### config.mk
export PLATFORM = sky130hd
export DESIGN_NAME = afferent_spike_gen
export DESIGN_NICKNAME = d
export VERILOG_FILES = /design/src/rtl/spindle_pkg.sv /design/src/rtl/afferent_spike_gen_fp_to_ufix.sv /design/src/rtl/afferent_spike_gen.sv
export SDC_FILE = /design/constraint.sdc
export NUM_CORES = 1
export LEC_CHECK = 0
export ABC_AREA = 1
export BUFFER_PORTS_ARGS = -buffer_cell sky130_fd_sc_hd__clkbuf_2
export CORE_ASPECT_RATIO = 2
export CORE_UTILIZATION = 55
export DETAILED_ROUTE_END_ITERATION = 10
export PLACE_DENSITY = 0.75
export SLEW_MARGIN = 20
export SYNTH_ARGS = -nofsm -noshare
export SYNTH_HDL_FRONTEND = slang
export SYNTH_HIERARCHICAL = 1
export SYNTH_SLANG_ARGS = --single-unit
### constraint.sdc
create_clock -name i_clk -period 6.13 [get_ports i_clk]
set_clock_uncertainty 0.15 [all_clocks]
set_input_delay 1.226 -clock i_clk [delete_from_list [all_inputs] [get_ports i_clk]]
set_output_delay 1.226 -clock i_clk [all_outputs]
set_load 0.02 [all_outputs]
### src/rtl/spindle_pkg.sv
// spindle_pkg: constants and types shared by the spindle, afferent and neuron blocks.
//   IEEE_100000 : float bit pattern of 100000.0 pps, the spindle saturation rate
//   FIX_INT_W   : integer bits of the unsigned fixed-point rate
//   FIX_W       : full fixed-point width at the default fraction size
//   st_e        : afferent scan FSM encoding
//   fp_split()  : splits a single-precision float into sign/exponent/mantissa
package spindle_pkg;

    localparam logic [31:0] IEEE_100000 = 32'h47C3_5000;
    localparam int          FIX_INT_W   = 17;
    localparam int          FRAC_DEF    = 8;
    localparam int          FIX_W       = FIX_INT_W + FRAC_DEF;

    typedef enum logic [1:0] {
        ST_IDLE = 2'd0,
        ST_SCAN = 2'd1,
        ST_EMIT = 2'd2
    } st_e;

    typedef struct packed {
        logic        sign;
        logic [7:0]  exp;
        logic [22:0] man;
    } fp32_t;

    function automatic fp32_t fp_split(input logic [31:0] f);
        return fp32_t'(f);
    endfunction

endpackage

### src/rtl/afferent_spike_gen_fp_to_ufix.sv
// fp_to_ufix: combinational IEEE single -> unsigned fixed point (17 integer + FRAC fraction bits).
//   i_f   : float input
//   o_fix : truncated fixed-point result; negative, zero, denormal and NaN give 0,
//           values >= 100000.0 (and +Inf) clamp to 100000 << FRAC
module fp_to_ufix
    import spindle_pkg::*;
#(
    parameter int FRAC = 8,
    parameter int W    = FIX_INT_W + FRAC
) (
    input  logic [31:0]  i_f,
    output logic [W-1:0] o_fix
);

    // Working width must hold the whole 24-bit significand before shifting.
    localparam int          MW   = (W > 24) ? W : 24;
    // Exponent at which the significand's LSB lands on the fixed-point LSB.
    localparam logic [8:0]  BASE = 9'(150 - FRAC);
    localparam logic [W-1:0] SAT = W'(100000) << FRAC;

    fp32_t          w_f;
    logic [8:0]     w_exp;
    logic [MW-1:0]  w_mag;

    always_comb begin
        w_f   = fp_split(i_f);
        w_exp = {1'b0, w_f.exp};
        w_mag = '0;
        o_fix = '0;
        if (w_f.sign || w_f.exp == 8'd0 || (w_f.exp == 8'hFF && w_f.man != '0)) begin
            o_fix = '0;
        end else if (i_f >= IEEE_100000) begin
            // Positive floats order like unsigned integers, so this also catches +Inf.
            o_fix = SAT;
        end else begin
            // Below saturation the value is < 2^17, so a left shift cannot overflow W bits.
            // Right shifts of 24 or more drop everything, covering values < 2^-FRAC.
            if (w_exp >= BASE)
                w_mag = MW'({1'b1, w_f.man}) << (w_exp - BASE);
            else
                w_mag = MW'({1'b1, w_f.man}) >> (BASE - w_exp);
            o_fix = w_mag[W-1:0];
        end
    end

endmodule

### src/rtl/afferent_spike_gen.sv
// afferent_spike_gen: converts per-channel float firing rates (pps) into spike trains.
// One shared phase-accumulator datapath serves the channels round-robin, one per cycle,
// after each tick; spikes of the whole scan are presented together in the EMIT cycle.
//   i_clk, i_reset   : clock, synchronous active-high reset
//   i_tick           : one-cycle strobe, advances model time by 1/STEP_HZ s
//   i_rate_in        : N_CH packed floats, channel k at [32k+31:32k]
//   o_busy           : high during the scan
//   o_spike          : per-channel fire bits, valid only with o_spike_valid
//   o_spike_valid    : one-cycle strobe after the scan
//   o_tick_overrun   : sticky, a tick arrived while busy (cleared by reset only)
module afferent_spike_gen
    import spindle_pkg::*;
#(
    parameter int N_CH    = 4,
    parameter int STEP_HZ = 1024,
    parameter int FRAC    = 8
) (
    input  logic               i_clk,
    input  logic               i_reset,
    input  logic               i_tick,
    input  logic [32*N_CH-1:0] i_rate_in,
    output logic               o_busy,
    output logic [N_CH-1:0]    o_spike,
    output logic               o_spike_valid,
    output logic               o_tick_overrun
);

    localparam int               W     = FIX_INT_W + FRAC;
    localparam int               ACC_W = 26;
    localparam int               CH_W  = (N_CH > 1) ? $clog2(N_CH) : 1;
    localparam logic [ACC_W-1:0] THR   = ACC_W'(STEP_HZ) << FRAC;

    st_e               r_state, w_next;
    logic [CH_W-1:0]   r_ch;
    logic [ACC_W-1:0]  r_phase [N_CH];
    logic [N_CH-1:0]   r_spike;
    logic              r_ovr;

    logic [31:0]       w_rate;
    logic [W-1:0]      w_inc;
    logic [ACC_W-1:0]  w_acc, w_sub, w_phase_nxt;
    logic              w_fire, w_last;

    assign w_rate = i_rate_in[{r_ch, 5'd0} +: 32];

    fp_to_ufix #(.FRAC(FRAC)) u_cvt (
        .i_f   (w_rate),
        .o_fix (w_inc)
    );

    // Shared accumulator: one phase update per SCAN cycle for channel r_ch.
    // The wrapped phase is clamped below THR so a saturated rate fires once per tick.
    always_comb begin
        w_acc       = r_phase[r_ch] + ACC_W'(w_inc);
        w_fire      = (w_acc >= THR);
        w_sub       = w_acc - THR;
        w_phase_nxt = w_acc;
        if (w_fire)
            w_phase_nxt = (w_sub > THR - 1'b1) ? THR - 1'b1 : w_sub;
        w_last      = (r_ch == CH_W'(N_CH - 1));
    end

    always_comb begin
        w_next         = r_state;
        o_busy         = 1'b0;
        o_spike_valid  = 1'b0;
        o_spike        = '0;
        unique case (r_state)
            ST_IDLE: if (i_tick) w_next = ST_SCAN;
            ST_SCAN: begin
                o_busy = 1'b1;
                if (w_last) w_next = ST_EMIT;
            end
            ST_EMIT: begin
                o_spike_valid = 1'b1;
                o_spike       = r_spike;
                // A tick here starts the next scan without an idle gap.
                w_next        = i_tick ? ST_SCAN : ST_IDLE;
            end
            default: w_next = ST_IDLE;
        endcase
    end

    assign o_tick_overrun = r_ovr;

    always_ff @(posedge i_clk) begin
        if (i_reset) begin
            r_state <= ST_IDLE;
            r_ch    <= '0;
            r_spike <= '0;
            r_ovr   <= 1'b0;
            for (int k = 0; k < N_CH; k++) r_phase[k] <= '0;
        end else begin
            r_state <= w_next;
            if (i_tick && r_state == ST_SCAN) r_ovr <= 1'b1;
            if (r_state == ST_SCAN) begin
                r_phase[r_ch] <= w_phase_nxt;
                r_spike[r_ch] <= w_fire;
                r_ch          <= w_last ? '0 : r_ch + 1'b1;
            end else begin
                r_ch <= '0;
            end
        end
    end

endmodule
==> flow_metrics.py, run 1 <==
metrics = {
    "run_status": {
        "status": "finished clean",
    },
    "timing": {
        "fin_ws_ns": 0.1155,
        "slew-limit-headroom_pct": 32.93,
        "hold_viol": 0,
        "fin_crit_sh_pct": 98.12,
        "slew_viol_final": 0,
        "fin_crit_ns": 6.015,
        "worst_pin_slew_ns": 1.003,
        "finalSetupViolCount": 0,
        "max_freq_ghz": 0.1663,
        "tns_ns": 0,
    },
    "floorplanning": {
        "num_io_pins": 138,
        "core_area_um2": 20000,
        "die_y_um": 204.6,
        "rows": 73,
        "start_util_pct": 56.45,
        "die_area_um2": 21140,
        "die_x_um": 103.3,
    },
    "global_route": {
        "grt_max_degree": 59,
        "antenna_found_initial": 2,
        "grt_first_pass_wirelength_um": 76990,
        "grt_pass1_vias": 14030,
        "grt_overflow_total": 0,
        "grtUsageTotal_pct": 50.19,
    },
    "route": {
        "drt_iter0_drc": 1367,
        "via_per_inst": 6.186,
        "drtPass1Iterations": 7,
        "wl_um": 52280,
        "postRouteAntennaNets": 0,
        "wire_per_inst_um": 22.13,
        "drc": 0,
        "vias": 14620,
    },
    "clocking": {
        "clk_path_buf_depth": 3,
        "clk_pin_slew_ns": 0.05,
        "clock_latency_ns": 0.48,
        "htree_levels": 4,
        "cts-hold-fix-buffers": 0,
        "cts_sinks": 113,
        "cts_buffers": 25,
        "cts_tree": "done",
        "root_buffer": "clkbuf_16",
    },
    "setup_path": {
        "rrSetupSlack_ns": 0.17,
        "cpMostUsedCell": "nand2_1",
        "cp-start-kind": "input pin",
        "critPathMaxStageDelay_ns": 0.28,
        "end_kind": "flip-flop",
        "worst_path_max_delay_cell": "ha_1",
        "critical_path_class": "in2reg",
        "cp_max_fo": 14,
        "critPathArrivalTime_ns": 6.13,
        "cp.required_ns": 6.24,
    },
    "yosys": {
        "ys_seq_area_share_pct": 29.25,
        "synth-seq-cells": 113,
        "synth-edff-count": 104,
        "avgSynthCellArea_um2": 6.287,
        "yosysUniqueCellTypes": 45,
        "netlist_instances": 1796,
        "ys_async_sr_fraction_pct": 0,
        "synthFlopType": "edfxtp_1",
        "syn-cell-area_um2": 11290,
        "synth_warnings": 6,
    },
    "finish": {
        "drive_gt1_share_pct": 25.32,
        "mostFrequentLayoutCells": "454 x nand2_1, 190 x buf_4, 181 x nand3_1",
        "fillCellCount": 1634,
        "syn2layout_area_growth_pct": 31.94,
        "mostFrequentLayoutCell": "nand2_1",
        "num-nets-final": 2267,
        "antenna_cells": 0,
    },
    "power_and_ir_drop": {
        "total_power_w": 0.004000,
        "peakVddDrop_uv": 324.0,
        "p_leak_nw": 7.215,
        "power_density_nw_per_um2": 268.5,
    },
    "placement": {
        "dp_hpwl_um": 34680,
        "place.gp.congestion": 1.081,
        "port_buffers": 137,
        "dp_worst_setup_slack_ns": -0.3236,
    },
    "job": {
        "cap_violations": 0,
    },
    "worst_hold_path": {
        "hold_path_class": "reg2reg",
    },
}
-- critical path, delay by kind of cell --
kind,cells,cell delay (ns)
and+or+nand+nor,18,2.01
adders and majority gates,2,0.47
AOI/OAI and AO/OA,7,1.23
buffers and inverters,8,1.18
-- per-stage QoR --
step	hold slack, ns	cell area [um^2]	std cells	util, %
after floorplan	0.2712	11380	1819	-
after global placement	0.2868	13560	2316	67.77
after detailed placement	0.2860	13560	2316	67.77
after CTS	0.2985	14200	2345	70.98
after global routing	0.3327	14900	2363	74.49
final	0.3059	14900	2363	74.49
-- synth_stat cells (5+ instances only) --
cell type    n  area [um^2]
a21oi_1    133        665.6
a21oi_2      5        43.79
buf_2       16        80.08
buf_6       13        146.4
clkbuf_1    66        247.7
dfxtp_1      9        180.2
edfxtp_1   104         3123
ha_1        36        450.4
inv_1      169        634.4
inv_2       18        67.56
nand2_1    480         1802
nand2_2      7        43.79
nand3_1    194        970.9
nand3_2      7        70.07
nand4_1     34        212.7
nor2_1     191        716.9
nor2_2      10        62.56
nor2_4       5        56.30
nor3_1      10        50.05
nor4_1       5        31.28
o21ai_0    167        835.8
o21ai_1     14        70.07
o22ai_1     56        350.3
-- flip-flops by register name (all words and copies together), names as in the netlist --
signal	cells
r_phase	104
r_ch	2
r_state	2
r_spike	4
o_tick_overrun	1
-- where the power goes --
| group | leakage, nW | internal (W) | switching (W) |
|---|---|---|---|
| Clock | 0.313 | 0.000717 | 0.000361 |
| Sequential | 1.14 | 0.000899 | 0.0000187 |
| Combinational | 5.76 | 0.000722 | 0.00128 |
-- cell families (layout without fill, tap and decap cells) --
logic type	Yosys count	after routing	synth area share, %
buf+inv	292	574	10.81
flops	113	113	29.25
compound gates	390	390	18.36
other cells	1	24	0.03321
fa+ha+maj	37	37	4.166
xor+xnor	6	6	0.6649
simple gates	957	957	36.71
-- routing by layer --
metal / track usage (%) / share of wire [%]
met5: 0 / 0.034
met1: 44.25 / 29
met4: 47.23 / 12
met3: 25.59 / 11
met2: 79.88 / 47
-- path summary, 6_finish.rpt --
| path | from | endpoint | cells after the start |
|---|---|---|---|
| worst min register to register | r_state[0]$_SDFFE_PP0P_ | r_state[0]$_SDFFE_PP0P_ | 1 |
| worst max-delay path | i_rate_in[87] | r_phase[2][7]$_SDFFCE_PN0P_ | 35 |
| worst min-delay path | r_state[0]$_SDFFE_PP0P_ | r_state[0]$_SDFFE_PP0P_ | 1 |
| worst max register to register | r_ch[1]$_SDFF_PP0_ | r_phase[2][7]$_SDFFCE_PN0P_ | 35 |
-- cell type report --
| class | count | area [um^2] | share of cell area, % |
|---|---|---|---|
| clock buffers | 28 | 636.9 | 4.274 |
| clock inverters | 1 | 3.754 | 0.02519 |
| inverters | 192 | 750.7 | 5.039 |
| multi-input cells | 1414 | 7347 | 49.31 |
| flip-flops and latches | 113 | 3308 | 22.20 |
| well taps | 262 | 327.8 | 2.200 |
| repair buffers | 351 | 2510 | 16.85 |
| repair inverters | 2 | 15.01 | 0.1008 |
-- what timing repair did --
item	in CTS	in global routing
gates cloned	0	4
gates resized for setup	1	132
buffers inserted	0	14
endpoints found under the setup margin	3	84
endpoints found under the hold margin	0	0
pin swaps	0	20
(Power assumes the default switching activity.)
==> inputs of run 2 (changes only) <==
--- a/config.mk
+++ b/config.mk
@@ -7,7 +7,7 @@
 export LEC_CHECK = 0
 export ABC_AREA = 1
 export BUFFER_PORTS_ARGS = -buffer_cell sky130_fd_sc_hd__clkbuf_2
-export CORE_ASPECT_RATIO = 2
+export CORE_ASPECT_RATIO = 0.5
 export CORE_UTILIZATION = 55
 export DETAILED_ROUTE_END_ITERATION = 10
 export PLACE_DENSITY = 0.75
==> flow_metrics.py, run 2 (synthesis results as in run 1) <==
metrics = {
    "finish": {
        "syn2layout_area_growth_pct": 22.11,
        "num-nets-final": 2177,
        "largest_reg_flops": 104,
        "mostFrequentLayoutCell": "nand2_1",
        "drive_gt1_share_pct": 19.19,
        "layout.cells.non_filler": 2288,
        "mostFrequentLayoutCells": "479 x nand2_1, 193 x nand3_1, 188 x nor2_1",
        "top_register": "r_phase",
        "top_regs": "r_phase: 104 flops, r_spike: 4 flops",
        "antenna_cells": 0,
    },
    "power_and_ir_drop": {
        "power_density_nw_per_um2": 259.2,
        "p_leak_nw": 6.748,
        "peakVddDrop_uv": 273.0,
    },
    "route": {
        "drc": 0,
        "postRouteAntennaNets": 0,
        "drtPass1Iterations": 7,
        "wire_per_inst_um": 18.50,
        "drt_iter0_drc": 1389,
        "via_per_inst": 5.960,
        "wl_um": 42330,
        "vias": 13640,
    },
    "clocking": {
        "cts_sinks": 113,
        "htree_levels": 4,
        "clk_path_buf_depth": 2,
        "root_buffer": "clkbuf_16",
        "clk_pin_slew_ns": 0.05,
        "cts_tree": "done",
        "cts_buffers": 17,
        "clock_latency_ns": 0.42,
        "cts-hold-fix-buffers": 0,
    },
    "global_route": {
        "antenna_found_initial": 0,
        "grt_first_pass_wirelength_um": 64160,
        "grt_max_degree": 121,
        "grt_overflow_total": 0,
        "grt_pass1_vias": 12230,
        "grtUsageTotal_pct": 39.59,
    },
    "floorplanning": {
        "core_area_um2": 19770,
        "die_area_um2": 21140,
        "start_util_pct": 57.11,
        "die_x_um": 204.6,
        "die_y_um": 103.3,
        "rows": 36,
        "num_io_pins": 138,
    },
    "timing": {
        "fin_crit_sh_pct": 94.68,
        "fin_crit_ns": 5.804,
        "slew-limit-headroom_pct": 29.14,
        "hold_viol": 0,
        "worst_pin_slew_ns": 1.060,
        "slew_viol_final": 0,
        "fin_ws_ns": 0.3259,
        "finalSetupViolCount": 0,
        "max_freq_ghz": 0.1723,
    },
    "job": {
        "cap_violations": 0,
    },
    "placement": {
        "place.gp.congestion": 1.031,
        "dp.cells": 2251,
        "dp_worst_setup_slack_ns": -0.08952,
        "dp_hpwl_um": 30820,
        "port_buffers": 137,
    },
    "setup_path": {
        "critPathMaxStageDelay_ns": 0.33,
        "cpMostUsedCell": "nand2_1",
        "cp-start-kind": "input pin",
        "end_kind": "flip-flop",
        "cp_max_fo": 8,
        "cp.required_ns": 6.20,
        "critPathArrivalTime_ns": 5.87,
        "worst_path_max_delay_cell": "a21oi_1",
        "critical_path_class": "in2reg",
    },
    "worst_hold_path": {
        "hold_path_class": "reg2reg",
    },
    "run_status": {
        "status": "finished clean",
    },
}
[run 2: critical path, delay by kind of cell]
kind	cells	cell delay, ns
AO/OA/AOI/OAI	7	1.36
buffers and inverters	8	0.98
adder cells (fa/ha/maj)	1	0.33
AND/OR/NAND/NOR	19	1.95
[run 2: per-stage QoR]
| stage | cell area, um^2 | power, W | util, % | setup TNS (ns) | hold WS, ns |
|---|---|---|---|---|---|
| CTS | 13610 | 0.003494 | 68.85 | 0 | 0.3128 |
| global placement | 13040 | 0.002510 | 65.94 | -0.06197 | 0.2892 |
| global route | 13790 | 0.003752 | 69.73 | -0.006300 | 0.3263 |
| finish | 13790 | 0.003573 | 69.73 | 0 | 0.3144 |
| floorplan | 11380 | 0.001938 | - | 0 | 0.2712 |
| detailed placement | 13040 | 0.002533 | 65.94 | -4.975 | 0.3026 |
[run 2: layout make-up]
cell class | count | area [um^2]
multi-input combinational | 1414 | 6952
fill | 1599 | 5986
sequential | 113 | 3306
timing repair buffer | 271 | 1886
inverter | 192 | 737.0
clock buffer | 22 | 464.2
tap | 266 | 332.8
clock inverter | 10 | 111.4
[run 2: worst paths after layout]
check                          start                            to  slack [ns]  depth (start not counted)
max                    i_rate_in[92]  r_phase[1][15]$_SDFFCE_PN0P_        0.33                         35
min          r_state[0]$_SDFFE_PP0P_       r_state[0]$_SDFFE_PP0P_        0.31                          1
max reg2reg       r_ch[0]$_SDFF_PP0_       r_phase[3][4]$_DFFE_PP_        0.42                         33
min reg2reg  r_state[0]$_SDFFE_PP0P_       r_state[0]$_SDFFE_PP0P_        0.31                          1
[run 2: power by group]
group | internal, W | switching [W] | leakage [nW]
Sequential | 0.000897 | 0.0000172 | 1.14
Clock | 0.000615 | 0.000339 | 0.278
Combinational | 0.000587 | 0.00112 | 5.33
[run 2: layer usage]
metal  vias up  part of all wire [%]  track usage [%]
li1       6437                     -                -
met1      6159                    40            50.21
met2       873                    44            65.51
met3       167                    10            7.425
met4         0                   5.0            20.55
met5         -                     0                0
[run 2: what timing repair did]
| action | 4_1_cts | 5_1_grt |
|---|---|---|
| resized for setup | 0 | 31 |
| setup endpoints to repair | 0 | 83 |
| buffers inserted | 0 | 3 |
| hold endpoints to repair | 0 | 0 |
